$ cat config.mk
export PLATFORM = sky130hd
export DESIGN_NAME = modrm_fetch_sequencer
export DESIGN_NICKNAME = d
export VERILOG_FILES = /design/src/rtl/modrm_pkg.sv /design/src/rtl/modrm_disp_assembler.sv /design/src/rtl/modrm_fetch_sequencer.sv
export SDC_FILE = /design/constraint.sdc
export NUM_CORES = 1
export LEC_CHECK = 0
export BUFFER_PORTS_ARGS = -buffer_cell sky130_fd_sc_hd__clkbuf_2
export CAP_MARGIN = 20
export CORE_MARGIN = 2
export CORE_UTILIZATION = 44
export DETAILED_ROUTE_END_ITERATION = 16
export GPL_ROUTABILITY_DRIVEN = 1
export PLACE_DENSITY = 0.75
export SLEW_MARGIN = 20
export SYNTH_ARGS = -nofsm -noshare
export SYNTH_HDL_FRONTEND = slang
export SYNTH_HIERARCHICAL = 1
export SYNTH_SLANG_ARGS = --single-unit
$ cat constraint.sdc
create_clock -name clk -period 1.6 [get_ports clk]
set_input_delay 0.16 -clock clk [delete_from_list [all_inputs] [get_ports clk]]
set_output_delay 0.16 -clock clk [all_outputs]
set_load 0.01 [all_outputs]
$ cat src/rtl/modrm_pkg.sv
// rtl/modrm_pkg.sv - shared state encoding, ModRM field constants and displacement-length rule
package modrm_pkg;

    typedef enum logic [2:0] {
        IDLE,
        MODRM,
        DISP_LO,
        DISP_HI,
        START,
        WAIT
    } state_t;

    localparam logic [1:0] MOD_REG   = 2'b11;
    localparam logic [2:0] RM_DIRECT = 3'b110;

    // Number of displacement bytes that follow a given ModRM byte (0, 1 or 2).
    function automatic logic [1:0] disp_len(input logic [7:0] modrm_byte);
        logic [1:0] len;
        unique case (modrm_byte[7:6])
            2'b00:   len = (modrm_byte[2:0] == RM_DIRECT) ? 2'd2 : 2'd0;
            2'b01:   len = 2'd1;
            2'b10:   len = 2'd2;
            MOD_REG: len = 2'd0;
            default: len = 2'd0;
        endcase
        return len;
    endfunction

endpackage

$ cat src/rtl/modrm_disp_assembler.sv
// rtl/modrm_disp_assembler.sv - byte-lane loading and sign extension of the 16-bit displacement
module modrm_disp_assembler (
    input  logic        clk,
    input  logic        reset,
    input  logic        zero_i,
    input  logic        load_lo_i,
    input  logic        load_hi_i,
    input  logic        sext_i,
    input  logic [7:0]  byte_i,
    output logic [15:0] disp_o
);

    logic [15:0] disp_q;

    always_ff @(posedge clk) begin
        if (reset) begin
            disp_q <= 16'h0000;
        end else if (zero_i) begin
            disp_q <= 16'h0000;
        end else begin
            if (load_lo_i) begin
                disp_q[7:0] <= byte_i;
                if (sext_i) begin
                    disp_q[15:8] <= {8{byte_i[7]}};
                end
            end
            if (load_hi_i) begin
                disp_q[15:8] <= byte_i;
            end
        end
    end

    assign disp_o = disp_q;

endmodule

$ cat src/rtl/modrm_fetch_sequencer.sv
// rtl/modrm_fetch_sequencer.sv - ModRM operand fetch sequencer; MODRM_BYTECOUNT_EN adds bytes_consumed
module modrm_fetch_sequencer
    import modrm_pkg::*;
(
    input  logic        clk,
    input  logic        reset,
    input  logic        begin_fetch,
    input  logic        flush,
    input  logic        fifo_empty,
    input  logic [7:0]  fifo_rd_data,
    output logic        fifo_rd_en,
    output logic [7:0]  modrm,
    output logic [15:0] displacement,
    output logic        modrm_start,
    output logic        modrm_clear,
    output logic        busy,
    output logic        complete
`ifdef MODRM_BYTECOUNT_EN
    ,
    output logic [1:0]  bytes_consumed
`endif
);

    state_t     state_q, state_d;
    logic [7:0] modrm_q;
    logic       start_q, clear_q, busy_q, complete_q;
    logic       rd_en, ld_modrm, ld_zero, ld_lo, ld_hi, ld_sext;
    logic [1:0] len_head, len_latched;

    assign len_head    = disp_len(fifo_rd_data);
    assign len_latched = disp_len(modrm_q);

    always_comb begin
        state_d  = state_q;
        rd_en    = 1'b0;
        ld_modrm = 1'b0;
        ld_zero  = 1'b0;
        ld_lo    = 1'b0;
        ld_hi    = 1'b0;
        ld_sext  = 1'b0;
        unique case (state_q)
            IDLE: begin
                if (begin_fetch) state_d = MODRM;
            end
            MODRM: begin
                if (!fifo_empty) begin
                    rd_en    = 1'b1;
                    ld_modrm = 1'b1;
                    if (len_head == 2'd0) begin
                        ld_zero = 1'b1;
                        state_d = START;
                    end else begin
                        state_d = DISP_LO;
                    end
                end
            end
            DISP_LO: begin
                if (!fifo_empty) begin
                    rd_en = 1'b1;
                    ld_lo = 1'b1;
                    if (len_latched == 2'd1) begin
                        ld_sext = 1'b1;
                        state_d = START;
                    end else begin
                        state_d = DISP_HI;
                    end
                end
            end
            DISP_HI: begin
                if (!fifo_empty) begin
                    rd_en   = 1'b1;
                    ld_hi   = 1'b1;
                    state_d = START;
                end
            end
            START:   state_d = WAIT;
            WAIT:    state_d = IDLE;
            default: state_d = IDLE;
        endcase
        // Flush (and reset) must never consume a byte or disturb the latched operand.
        if (flush || reset) begin
            state_d  = IDLE;
            rd_en    = 1'b0;
            ld_modrm = 1'b0;
            ld_zero  = 1'b0;
            ld_lo    = 1'b0;
            ld_hi    = 1'b0;
            ld_sext  = 1'b0;
        end
    end

    always_ff @(posedge clk) begin
        if (reset) begin
            state_q    <= IDLE;
            modrm_q    <= 8'h00;
            start_q    <= 1'b0;
            clear_q    <= 1'b0;
            busy_q     <= 1'b0;
            complete_q <= 1'b0;
        end else begin
            state_q    <= state_d;
            if (ld_modrm) modrm_q <= fifo_rd_data;
            start_q    <= (state_q == START) && !flush;
            complete_q <= (state_q == WAIT) && !flush;
            clear_q    <= flush && (state_q != IDLE);
            busy_q     <= (state_d != IDLE);
        end
    end

    modrm_disp_assembler u_disp (
        .clk       (clk),
        .reset     (reset),
        .zero_i    (ld_zero),
        .load_lo_i (ld_lo),
        .load_hi_i (ld_hi),
        .sext_i    (ld_sext),
        .byte_i    (fifo_rd_data),
        .disp_o    (displacement)
    );

`ifdef MODRM_BYTECOUNT_EN
    logic [1:0] count_q;

    always_ff @(posedge clk) begin
        if (reset || flush) begin
            count_q <= 2'd0;
        end else if (state_q == IDLE && begin_fetch) begin
            count_q <= 2'd0;
        end else if (rd_en) begin
            count_q <= count_q + 2'd1;
        end
    end

    assign bytes_consumed = count_q;
`endif

    assign fifo_rd_en  = rd_en;
    assign modrm       = modrm_q;
    assign modrm_start = start_q;
    assign modrm_clear = clear_q;
    assign busy        = busy_q;
    assign complete    = complete_q;

endmodule

# == Word level (Yosys, flattened, before mapping) ==
# Cells that the tools add are included.
# word_totals
regBits,31
latch_bits,0
mem_bits_rw,0
rom_bits,0
in_bits,13
out_inout_bits,29
elab_cells,70
mem_count,0
# classes
add_sub_neg,0
n_mul,0
div,0
n_lt_le_gt_ge,0
eq_ne,14
n_shift,0
mux,32
bitwise_logic,0
n_reduce_logical,16
# op_table
cell,n
2-to-1 mux 3 bit,7
2-to-1 mux 1 bit,17
2-to-1 mux 16 bit,1
2-to-1 mux 8 bit,2
one-hot mux 2 bit (4 select lines),2
one-hot mux 3 bit (5 select lines),1
equality test 3 bit (second input constant),4
equality test 2 bit (second input constant),4
equality test 2 x 1 -> 1 bit (second input constant),3
equality test 3 x 2 -> 1 bit (second input constant),2
logical NOT 2 bit,3
nonzero test 3 bit,2
2-to-1 mux 2 bit,2
nonzero test 2 bit,2
equality test 3 x 1 -> 1 bit (second input constant),1
logical AND 1 bit,3
logical NOT 3 bit,1
OR reduction 3 bit,1
AND reduction 2 bit,1
OR reduction 2 bit,1
logical NOT 1 bit,1
logical OR 1 bit,1

# == Depth between registers and ports, before layout ==
# depth
word_depth,11
depth_mapped,8
ltp_nobuf,6

# == Hierarchy ==
# Netlist, hierarchy kept.
# by_module_without_submodules
module,instances,cells_each,area_each_um2,seq_area_each_um2
modrm_fetch_sequencer,1,83,703.2,300.3
modrm_disp_assembler,1,62,625.6,320.3

# == Least setup slack after synthesis ==
# No wires, ideal clock.
# synth_timing
path_kind,reg-to-reg
start,register state_q[0]
end,register u_disp.disp_q[15] (netlist: u_disp/disp_o[15])
setup_ns,0.114
t_arrival_ns,1.610
t_required_ns,1.486
slack_ns,-0.124
path_stages_with_launch,8
n_path_buf,1
synth_period_minus_slack_ns,1.724
cell_sequence,dfxtp_1 -> buf_6 -> or4b_4 -> nor2_1 -> and2_1 -> a21oi_4 -> mux2i_1 -> nor2_1
# synth_via
elab_chain_cells,5
word_cells_on_any_way,16
classes_between,eq/ne: 3; mux: 9; reduce/logical: 4
# synth_rtl
item,line_no,source
start: declaration,modrm_fetch_sequencer.sv:24,"state_t state_q, state_d;"
start signal: assignment,modrm_fetch_sequencer.sv:101,state_q <= state_d;
equality test 3 x 2 -> 1 bit,modrm_fetch_sequencer.sv:41,unique case (state_q)
2-to-1 mux 1 bit,modrm_fetch_sequencer.sv:41,
2-to-1 mux 1 bit,modrm_fetch_sequencer.sv:81,if (flush || reset) begin
via ld_lo,modrm_fetch_sequencer.sv:27,"logic rd_en, ld_modrm, ld_zero, ld_lo, ld_hi, ld_sext;"
nonzero test 2 bit (no line),-,
AND reduction 2 bit (no line),-,
end signal: assignment,modrm_disp_assembler.sv:24,disp_q[15:8] <= {8{byte_i[7]}};
end signal: assignment,modrm_disp_assembler.sv:28,disp_q[15:8] <= byte_i;
end: declaration,modrm_disp_assembler.sv:13,logic [15:0] disp_q;
# The timed path passes the listed nets, and every way through them passes these cells.
# A chain may end at the register's enable or synchronous reset.

# == Worst setup path in the final report ==
# layout_timing
start,register state_q[0]
end,register u_disp.disp_q[11] (netlist: u_disp/disp_o[11])
# The elaborated chain is that of the path after synthesis.

==> flow_summary.ini <==
[detailed_routing]
drc = 1
routed_via_density = 5.206
drt-total-wl_mm = 2.995
ant_nets = 0
first_pass_iters = 11
dr.first_iter.drc_count = 29
via_count = 1187
wl_per_cell_um = 13.14

[floorplan]
num_rows = 19
dieArea_um2 = 3476
ioPinCount = 42
fp.dieH_um = 58.96
die_x_um = 58.96
initial_core_util_pct = 47.37
core_um2 = 2805

[outcome]
violations = DRC
status = finished, violations left

[worst_setup_path]
crit_arrival_ns = 1.83
r2r-start = state_q[0]
slowest_stage = or4b_4
worst-path-buf-inv = 0
cp_max_fo = 7
cp_cell_sequence = or4b_4, nor2_4, and2_4, nand4b_4, a31oi_1
path_delay_family = simple AND/OR/NAND/NOR gates
path_class = reg2reg
max_stage_delay_ns = 0.53
start_kind = register
end_kind = register
crit_start = state_q[0]
worst_ep_required_time_ns = 1.86

[job]
cap_violations = 0

[sta]
worst_slew_margin_rel_pct = 80.24
hold_violations = 0
whs_ns = 0.05686
drv_slew = 0
fin_worst_skew_ns = 0.008527
finalSetupViolCount = 0
worst-slew-pin-transition_ns = 0.2964
fin_crit_sh_pct = 98.39
setup_slack_ns = 0.02577
grt_setup_unrepaired = true
fmax_mhz = 635.2
finalCriticalPeriod_ns = 1.574

[cts]
clockRootBuffer = clkbuf_4
clkLatencyLatePin_ns = 0.33
hold_buffers = 0
cts-htree-levels = 2
clkTransAtPathRegs_ns = 0.10
cts_buffer_depth = 2
cts_tree = yes
cts_buffers = 5
clock-sinks = 31

[finish]
drive_above_1_share_pct = 35.53
area_growth_pct = 26.93
nNetsFinal = 209
antennaDiodeCount = 0

[grt]
grt_usage_pct = 19.24
grt_max_degree = 17
first_global_vias = 1129
antenna_found_initial = 0
overflow = 0
grt_pass1_wl_mm = 4.968

[min_path]
hold_class = in2reg
hp-start = fifo_rd_data[4]

[placed_design]
numPortBuffers = 41
dpl.hpwl_mm = 2.330
post-place-ws_ns = 0.04818
place_congestion = 0.7846

[synth]
synth_area_per_cell_um2 = 9.164
netlist_instances = 145
yosysSeqAreaShare_pct = 46.70
synth_edf_count = 0
async_flop_share_pct = 0
synthFlopType = dfxtp_1
yosysWarnings = 6
synth_nets = 158
yosys_register_bits = 31
synth.distinct_cells = 33
syn_area_um2 = 1329

[power_and_ir_drop]
p_per_area_nw_per_um2 = 787.9
power_leakage_nw = 0.7387
ir_drop_mv = 0.5402
==> cell usage after synthesis (2+ instances only) <==
library cell	number	area [µm²]
buf_6	3	33.78
o21ai_0	4	20.02
a31oi_1	7	43.79
dfxtp_1	31	620.6
nand2_1	33	123.9
and2_1	2	12.51
buf_2	5	25.02
or2_1	2	12.51
nor2_1	14	52.55
nand2b_1	3	18.77
inv_1	2	7.510
nand3b_1	7	52.55
nor4_1	3	18.77
mux2i_1	9	90.09
nor2b_1	2	12.51
==> final cells by class <==
class                      instances  area (µm²)
fill                             251        1119
multi-input combinational        103       656.9
sequential                        31       621.8
inverter                           2       7.507
tap                               31       38.79
clock inverter                     2       12.51
clock buffer                       6       41.29
timing repair buffer              53       307.8
==> report_power, final <==
part	internal (mW)	switching (mW)	total [mW]
registers	0.778	0.00340	0.781
logic	0.0475	0.0565	0.104
clock network	0.169	0.274	0.444
total	0.995	0.334	1.33
==> worst min-delay path, cell delays in order <==
cell	delay [ns]
clkbuf_2	0.11
nand2_1	0.05
nand2_1	0.05
==> routing by layer <==
layer  part of all wire, %  up-vias  GRT usage, %  wire length [µm]
met4                   1.6        0         6.818                47
met1                    47      543         25.45              1395
met2                    46       40         29.21              1383
met5                     0        -             0                 0
met3                   5.6        7         6.593               169
li1                      -      597             -                 -
==> worst paths after layout <==
check | slack [ns] | cells past startpoint | end
max | 0.03 | 5 | u_disp/disp_o[11]
min | 0.06 | 3 | modrm[4]
max reg2reg | 0.03 | 5 | u_disp/disp_o[11]
min reg2reg | 0.45 | 1 | complete
==> sequential cells by signal, indices dropped and copies added, names as in the netlist <==
signal	flops
modrm_clear	1
busy	1
u_disp/disp_o	16
modrm_start	1
state_q	3
modrm	8
complete	1
==> cells by family (layout without fill, tap and decap cells) <==
logic type,Yosys count,count (layout),synth area share (%)
flip-flops,31,31,46.70
multiplexers,9,9,6.780
XOR/XNOR,1,1,0.6593
buffers and inverters,11,63,5.273
AND/OR/NAND/NOR,75,75,30.04
AO/OA/AOI/OAI,18,18,10.55
==> cells in the final DEF, fill, tap and decap left out, types with 3 or more instances in the layout <==
| cell | synthesis | final |
|---|---|---|
| clkbuf_4 | 0 | 5 |
| dfxtp_1 | 31 | 30 |
| nand3b_1 | 7 | 7 |
| mux2i_1 | 9 | 9 |
| nor4_1 | 3 | 3 |
| a31oi_1 | 7 | 7 |
| nand2b_1 | 3 | 3 |
| buf_4 | 0 | 11 |
| o21ai_0 | 4 | 4 |
| clkbuf_2 | 0 | 41 |
| nand2_1 | 33 | 33 |
| nor2_1 | 14 | 13 |
==> what timing repair did <==
action,CTS,global route
gates resized for setup,0,2
setup buffers,0,1
setup endpoints to repair,0,16
==> per-stage QoR <==
step                       TNS (ns)  power, mW  cell area (µm²)  util [%]  instances
final                             0      1.329             1687     60.12        228
after global routing       -0.04263      1.387             1687     60.12        228
after CTS                         0      1.340             1669     59.50        227
after detailed placement          0     0.9015             1615     57.58        219
after global placement            0     0.8992             1615     57.58        219
after floorplan           -0.008054     0.8525             1343         -        145
No activity file was read; power rests on OpenSTA's default activity.
